**src/rtl/audio_pkg.sv**
```systemverilog
// Shared types for the key tone generator: FSM states, the release code and the
// scan-code lookup that yields the note index and half-period in clock cycles.
package audio_pkg;

    typedef enum logic [1:0] {
        ST_SILENT = 2'd0,
        ST_GAP    = 2'd1,
        ST_PLAY   = 2'd2
    } state_e;

    localparam logic [7:0] KEY_RELEASE = 8'hF0;

    typedef struct packed {
        logic        valid;
        logic [3:0]  idx;
        logic [16:0] half;
    } note_info_t;

    // Half-periods assume a 50 MHz clock.
    function automatic note_info_t decode_key(input logic [7:0] code);
        note_info_t n;
        n = '0;
        case (code)
            8'h2B: n = {1'b1, 4'd1,  17'd95555};
            8'h34: n = {1'b1, 4'd2,  17'd85133};
            8'h33: n = {1'b1, 4'd3,  17'd75843};
            8'h3B: n = {1'b1, 4'd4,  17'd71586};
            8'h42: n = {1'b1, 4'd5,  17'd63776};
            8'h4B: n = {1'b1, 4'd6,  17'd56818};
            8'h4C: n = {1'b1, 4'd7,  17'd50620};
            8'h52: n = {1'b1, 4'd8,  17'd47778};
            8'h1C: n = {1'b1, 4'd9,  17'd127551};
            8'h1B: n = {1'b1, 4'd10, 17'd113636};
            default: n = '0;
        endcase
        return n;
    endfunction

endpackage

```
**src/rtl/tone_divider.sv**
```systemverilog
// Half-period counter and phase toggle. A load restarts the waveform at phase 1
// with a fresh count; dropping enable parks the divider at zero.
module tone_divider
    import audio_pkg::*;
(
    input  logic        clock,
    input  logic        reset,
    input  logic        load,
    input  logic        enable,
    input  logic [16:0] load_div,
    output logic        phase
);

    logic [16:0] div_q;
    logic [16:0] cnt_q;
    logic        phase_q;

    always_ff @(posedge clock) begin
        if (reset) begin
            div_q   <= '0;
            cnt_q   <= '0;
            phase_q <= 1'b0;
        end else if (load) begin
            div_q   <= load_div;
            cnt_q   <= '0;
            phase_q <= 1'b1;
        end else if (!enable) begin
            cnt_q   <= '0;
            phase_q <= 1'b0;
        end else if (cnt_q >= div_q - 17'd1) begin
            // >= rather than == keeps the count bounded even if div_q were corrupted
            cnt_q   <= '0;
            phase_q <= ~phase_q;
        end else begin
            cnt_q <= cnt_q + 17'd1;
        end
    end

    assign phase = phase_q;

endmodule

```
**src/rtl/key_tone_gen.sv**
```systemverilog
// Turns scan codes from the song player into a square-wave tone and signed codec
// samples, inserting a short silent gap between directly adjacent different notes.
module key_tone_gen
    import audio_pkg::*;
#(
    parameter int                 CLK_HZ     = 50000000,
    parameter int                 GAP_CYCLES = 1000,
    parameter logic signed [15:0] AMPLITUDE  = 16'sh2000
) (
    input  logic               clock,
    input  logic               reset,
    input  logic [7:0]         key_code,
    input  logic               mute,
    output logic               tone_out,
    output logic signed [15:0] sample,
    output logic               note_valid,
    output logic [3:0]         note_idx,
    output logic [1:0]         fsm_state
);

    // Pitches are only right at 50 MHz; any other clock keeps the block silent.
    localparam bit TABLE_OK = (CLK_HZ == 50000000);
    localparam int GAP_W    = (GAP_CYCLES > 1) ? $clog2(GAP_CYCLES) : 1;

    logic [7:0]       key_q;
    state_e           state_q;
    state_e           state_d;
    note_info_t       info;
    logic             key_ok;
    logic             enter_play;
    logic             enter_gap;
    logic             playing;
    logic             phase;
    logic [3:0]       idx_q;
    logic [GAP_W-1:0] gap_q;

    assign info   = decode_key(key_q);
    assign key_ok = info.valid && TABLE_OK;

    always_comb begin
        state_d    = state_q;
        enter_play = 1'b0;
        enter_gap  = 1'b0;
        case (state_q)
            ST_SILENT: begin
                if (key_ok) begin
                    state_d    = ST_PLAY;
                    enter_play = 1'b1;
                end
            end
            ST_PLAY: begin
                if (!key_ok) begin
                    state_d = ST_SILENT;
                end else if (info.idx != idx_q) begin
                    if (GAP_CYCLES == 0) begin
                        enter_play = 1'b1;
                    end else begin
                        state_d   = ST_GAP;
                        enter_gap = 1'b1;
                    end
                end
            end
            ST_GAP: begin
                if (!key_ok) begin
                    state_d = ST_SILENT;
                end else if (gap_q == '0) begin
                    state_d    = ST_PLAY;
                    enter_play = 1'b1;
                end
            end
            default: state_d = ST_SILENT;
        endcase
    end

    always_ff @(posedge clock) begin
        if (reset) begin
            key_q   <= KEY_RELEASE;
            state_q <= ST_SILENT;
            idx_q   <= '0;
            gap_q   <= '0;
        end else begin
            key_q   <= key_code;
            state_q <= state_d;
            if (enter_play) idx_q <= info.idx;
            if (enter_gap) begin
                gap_q <= GAP_W'(GAP_CYCLES - 1);
            end else if (state_q == ST_GAP && gap_q != '0) begin
                gap_q <= gap_q - GAP_W'(1);
            end
        end
    end

    tone_divider u_divider (
        .clock    (clock),
        .reset    (reset),
        .load     (enter_play),
        .enable   (state_q == ST_PLAY),
        .load_div (info.half),
        .phase    (phase)
    );

    // mute gates only the outputs so the waveform keeps its place underneath
    assign playing    = (state_q == ST_PLAY);
    assign tone_out   = phase && playing && !mute;
    assign sample     = (!playing || mute) ? 16'sd0 : (phase ? AMPLITUDE : -AMPLITUDE);
    assign note_valid = playing;
    assign note_idx   = playing ? idx_q : 4'd0;
    assign fsm_state  = state_q;

endmodule

```
**config.mk**
```make
export PLATFORM = sky130hd
export DESIGN_NAME = key_tone_gen
export DESIGN_NICKNAME = d
export VERILOG_FILES = /design/src/rtl/audio_pkg.sv /design/src/rtl/tone_divider.sv /design/src/rtl/key_tone_gen.sv
export SDC_FILE = /design/constraint.sdc
export NUM_CORES = 1
export LEC_CHECK = 0
export ABC_AREA = 0
export BUFFER_PORTS_ARGS = -buffer_cell sky130_fd_sc_hd__buf_4
export CORE_MARGIN = 2
export CORE_UTILIZATION = 29
export DETAILED_ROUTE_END_ITERATION = 10
export SYNTH_ARGS = -nofsm -noshare
export SYNTH_HDL_FRONTEND = slang
export SYNTH_HIERARCHICAL = 1
export SYNTH_SLANG_ARGS = --single-unit
```
**constraint.sdc**
```tcl
create_clock -name clock -period 3.3 [get_ports clock]
set_input_delay 0.165 -clock clock [delete_from_list [all_inputs] [get_ports clock]]
set_output_delay 0.165 -clock clock [all_outputs]
set_load 0.02 [all_outputs]
```
Word level (Yosys, flattened, before mapping)

Index checks and enable logic that the tools add are counted.

Flip-flop bits (word level): 59
Input bits: 11
Output and inout bits: 24
Word-level logic and storage cells: 66

Add/subtract/negate cells: 3
Magnitude comparators: 1
Equal/unequal tests: 17
Mux-type cells: 22
Bitwise gates (word level): 2
Reduce and logical (&&, ||, !) cells: 13

Operators with widths:

| cell                    | count |
|---|---|
| $pmux W22 S10           | 1 |
| $eq A8 B6 Y1 const B    | 4 |
| $eq A8 B7 Y1 const B    | 4 |
| $mux W16                | 2 |
| $mux W10                | 2 |
| $add A17 B1 Y17 const B | 1 |
| $ge A17 B17 Y1          | 1 |
| $sub A17 B1 Y17 const B | 1 |
| $eq A8 B5 Y1 const B    | 2 |
| $logic_not A10 Y1       | 1 |
| $mux W2                 | 5 |
| $reduce_bool A10 Y1     | 1 |
| $sub A10 B1 Y10 const B | 1 |
| $mux W1                 | 9 |
| $ne A3 B2 Y1 const B    | 2 |
| $pmux W2 S3             | 1 |
| $mux W4                 | 1 |
| $ne A4 B4 Y1            | 1 |
| $reduce_or A4 Y1        | 1 |
| $logic_and A1 B1 Y1     | 3 |
| $ne A3 B3 Y1 const B    | 1 |
| $reduce_and A3 Y1       | 1 |
| $eq A2 B1 Y1 const B    | 1 |
| $eq A2 B2 Y1 const B    | 1 |
| other kinds (8)         | 10 |

Longest topological paths before layout

Word-level depth: 7
Gate-level depth with buffers: 14
Gate-level depth less buffers: 12

Cells and area by module

Netlist, hierarchy kept.

By module, submodules not included:

| module       | times used | cells each | area an instance (µm²) | sequential area each (µm²) |
|---|---|---|---|---|
| tone_divider | 1          | 226        | 2,065.7                | 700.7 |
| key_tone_gen | 1          | 226        | 1,840.5                | 480.5 |

Worst setup path before layout

OpenSTA, ideal clock, no wires.

Path kind: reg-to-reg
Start point: register u_divider.div_q[0]
End point: register u_divider.phase_q, in the netlist u_divider/phase
Library setup time: 121 ps
Arrival time: 2,886 ps
Required time: 3,179 ps
Slack: 293 ps
Stages on the path, launching flop included: 12
Path buffers: 0
Clock period less this slack: 3,007 ps
Cell sequence: dfxtp_1 > or4_1 > nor4_2 > and2_1 > nand2b_1 > xor2_1 > ha_1 > nand2_1 > o211ai_1 > a2111oi_2 > a31oi_2 > mux2_2

Word-level cells in the longest chain between the ends: 3

Ends and longest elaborated chain:

| item                          | RTL line           | text |
|---|---|---|
| start, declared               | tone_divider.sv:14 | `logic [16:0] div_q;` |
| start signal, assigned        | tone_divider.sv:24 | `div_q <= load_div;` |
| $sub A17 B1 Y17               | tone_divider.sv:30 | `end else if (cnt_q >= div_q - 17'd1) begin` |
| $ge A17 B17 Y1                | tone_divider.sv:30 |  |
| $ne A3 B2 Y1 (no source line) | -                  |  |
| end signal, assigned          | tone_divider.sv:33 | `phase_q <= ~phase_q;` |
| end, declared                 | tone_divider.sv:16 | `logic phase_q;` |

Every way passes these cells.
A chain may end at the register's enable or synchronous reset.

Final worst setup path

Start point: register u_divider.div_q[0]
End point: register u_divider.cnt_q[12]

Word-level cells in the longest chain between the ends: 3

Ends and longest elaborated chain:

| item                              | RTL line           | text |
|---|---|---|
| $sub A17 B1 Y17                   | tone_divider.sv:30 |  |
| $ge A17 B17 Y1                    | tone_divider.sv:30 |  |
| $reduce_or A4 Y1 (no source line) | -                  |  |
| end signal, assigned              | tone_divider.sv:35 | `cnt_q <= cnt_q + 17'd1;` |
| end, declared                     | tone_divider.sv:15 | `logic [16:0] cnt_q;` |

Every way passes these cells.

==> impl_metrics.json <==
{
  "core_um2": 13200,
  "post-synth-top-count-cell": "dfxtp_1",
  "tns_ns": 0,
  "firstDrtPassIters": 4,
  "routed_wl_um": 8320,
  "p_sw_uw": 364,
  "internal_power_mw": 1.27,
  "path_class": "flop to flop",
  "vias_per_cell": 4.87,
  "overflow": 0,
  "cts_root_buffer": "clkbuf_16",
  "setup_viol": 0,
  "pwr-share-comb_pct": 4.9,
  "portBuffers": 21,
  "crit_arrival_ns": 3.25,
  "grt_pass1_vias": 2970,
  "ys_ff_latch": 59,
  "cts_made_buffers": 9,
  "dr.first_iter.drc_count": 85,
  "seq_area_frac_synth_pct": 30.2,
  "seqPwrFrac_pct": 45.1,
  "synth_common_cells": "dfxtp_1, nor2_1, nand2_1, xnor2_1, ha_1",
  "status": "completed",
  "max_freq_mhz": 332,
  "end_kind": "flop",
  "cts-htree-levels": 3,
  "postSynthCellCount": 452,
  "track_usage_pct": 12.1,
  "reg2reg_from": "u_divider/div_q[0]$_SDFFE_PP0P_",
  "post-cts-setup-buffer-count": 0,
  "drt-wirelength-per-cell_um": 12.8,
  "grt_pass1_wl_um": 14200,
  "antenna_found_initial": 0,
  "synth_top_cell_area_share_pct": 30.2,
  "synth_ff_type": "dfxtp_1",
  "startpoint": "u_divider/div_q[0]$_SDFFE_PP0P_",
  "dp.cells": 637,
  "worstPathRequired_ns": 3.54,
  "final_cells": 652,
  "synthTopCellsByArea": "dfxtp_1, ha_1, xnor2_1",
  "die_h_um": 120,
  "hold_depth": 2,
  "powerDensity_nw_per_um2": 367,
  "start_util_pct": 29.6,
  "ant_nets": 0,
  "synth_edf_count": 0,
  "die-area_um2": 14400,
  "path_max_fanout": 17,
  "layout_min_cycle_time_ns": 3.01,
  "fp.dieW_um": 120,
  "yosysUniqueCellTypes": 74,
  "r2r_slack_ns": 0.29,
  "yosysTopAreaCell": "dfxtp_1",
  "hp-class": "input port to flop",
  "min_to": "key_q[7]$_SDFF_PP1_",
  "num_rows": 42,
  "async_reset_ff_share_pct": 0,
  "final_max_slew_viol_count": 0,
  "grt_max_degree": 60,
  "clockBufferDepth": 2,
  "hp-start": "key_code[7]",
  "p_leak_nw": 1.77,
  "post-route-period-util_pct": 91.3,
  "peakVddDrop_v": 0.000187,
  "mappedNetlistArea_um2": 3910,
  "final_nets": 504,
  "rr_worst_depth": 12,
  "avgSynthCellArea_um2": 8.64,
  "dp_hpwl_um": 6250,
  "boundaryPins": 35,
  "yosysWarnings": 6,
  "cts_tree": "done",
  "antenna_cells": 0,
  "skew_ns": 0.00491,
  "relSlewSlack_pct": 57.0,
  "syn_to_final_growth_pct": 13.9,
  "rr_endpoint": "u_divider/cnt_q[12]$_SDFF_PP0_",
  "cts.sinks": 59,
  "vias": 3176,
  "drc_errors": 0,
  "clk_pin_slew_ns": 0.05,
  "clk_latency_ns": 0.32,
  "worstMarginPinSlew_ns": 0.646,
  "gp_congestion": 0.842,
  "crit_path_start_kind": "flop",
  "p_clk_share_pct": 50.1,
  "drv_cap": 0,
  "swShare_pct": 22.3,
  "finalHoldViolCount": 0,
  "drive_above_1_share_pct": 17.0,
  "rsz0062_at_grt": "no"
}
## power groups by stage
stage                     logic (mW)  clock network [mW]  registers (mW)
after floorplan               0.0855                   0           0.738
after global placement        0.0793                   0           0.749
after detailed placement      0.0799                   0           0.749
after CTS                     0.0802               0.842           0.735
after global routing          0.0881               0.879           0.736
final                         0.0799               0.817           0.736
## layer usage
layer | GRT usage (%) | up-vias | routed length, um
li1 | - | 1604 | -
met1 | 15.8 | 1484 | 3950
met2 | 19.7 | 73 | 3910
met3 | 2.90 | 15 | 334
met4 | 3.38 | 0 | 123
met5 | 0 | - | 0
## per-stage QoR
step                worst slack (ns)  util [%]  total power [mW]  hold slack (ns)  area (um^2)
floorplan                      0.293         -             0.823            0.237         3950
global placement               0.267      31.6             0.828            0.350         4170
detailed placement             0.185      31.6             0.829            0.352         4170
CTS                            0.178      33.6              1.66           0.0143         4430
global route                  0.0177      33.7              1.70           0.0170         4450
finish                         0.286      33.7              1.63           0.0249         4450
## worst max-delay path, cell delays in order (launching register included)
cell and delay (ns):
dfxtp_1 0.33, or4_1 0.60, nor4_4 0.23, and2_4 0.21, nand2b_1 0.06, xor2_1 0.14, ha_1 0.27, nand2_1 0.08
o211ai_1 0.13, a2111oi_2 0.32, a31oi_2 0.14, buf_4 0.23, nor3_1 0.18
## worst max path at each step
stage / slack [ns] / end
after floorplan: 0.29 / u_divider/phase$_SDFFE_PP0P_
after global placement: 0.27 / u_divider/cnt_q[1]$_SDFF_PP0_
after detailed placement: 0.18 / u_divider/cnt_q[14]$_SDFF_PP0_
after CTS: 0.18 / u_divider/cnt_q[10]$_SDFF_PP0_
after global routing: 0.02 / u_divider/cnt_q[14]$_SDFF_PP0_
final: 0.29 / u_divider/cnt_q[12]$_SDFF_PP0_
## what timing repair did
item                                    in CTS  in global routing
gates resized for setup                      0                  3
hold buffers                                 0                  0
endpoints found under the setup margin       0                 17
## layout make-up
cell class | instances | area (um^2)
Timing Repair Buffer | 27 | 203
Inverter | 13 | 48.8
Tap cell | 176 | 220
Fill cell | 1343 | 8740
Clock buffer | 12 | 246
Sequential cell | 59 | 1180
Clock inverter | 3 | 15.0
Multi-Input combinational cell | 362 | 2530
## flip-flops by register name, summed over array words and instances, names as in the netlist
signal	flops
gap_q	10
u_divider/div_q	17
u_divider/cnt_q	17
fsm_state	2
key_q	8
u_divider/phase	1
idx_q	4
## cells in the final DEF (no fill, tap or decap), types with 4 or more instances in the layout
cell	n
nor3_1	19
nand2_1	33
nor4_1	4
inv_1	13
and3_1	5
dfxtp_1	59
conb_1	13
o21ai_0	19
and2_1	7
mux2i_1	17
clkbuf_16	9
xor2_1	12
xnor2_1	30
nor2b_1	10
nor3_2	10
nand2b_1	6
nor2_1	47
nand4_1	5
nand3_1	13
ha_1	21
buf_4	27
or2_2	5
a21oi_1	16
a211oi_1	5
## kinds of logic after synthesis
kind of cell    share of synthesized area [%]
fa+ha+maj                                6.73
xor+xnor                                 9.83
compound gates                           12.4
mux                                      4.64
other cells                            0.0960
flops                                    30.2
simple gates                             29.6
buf+inv                                  6.47
Note: power is estimated with default switching activity, not from simulation.
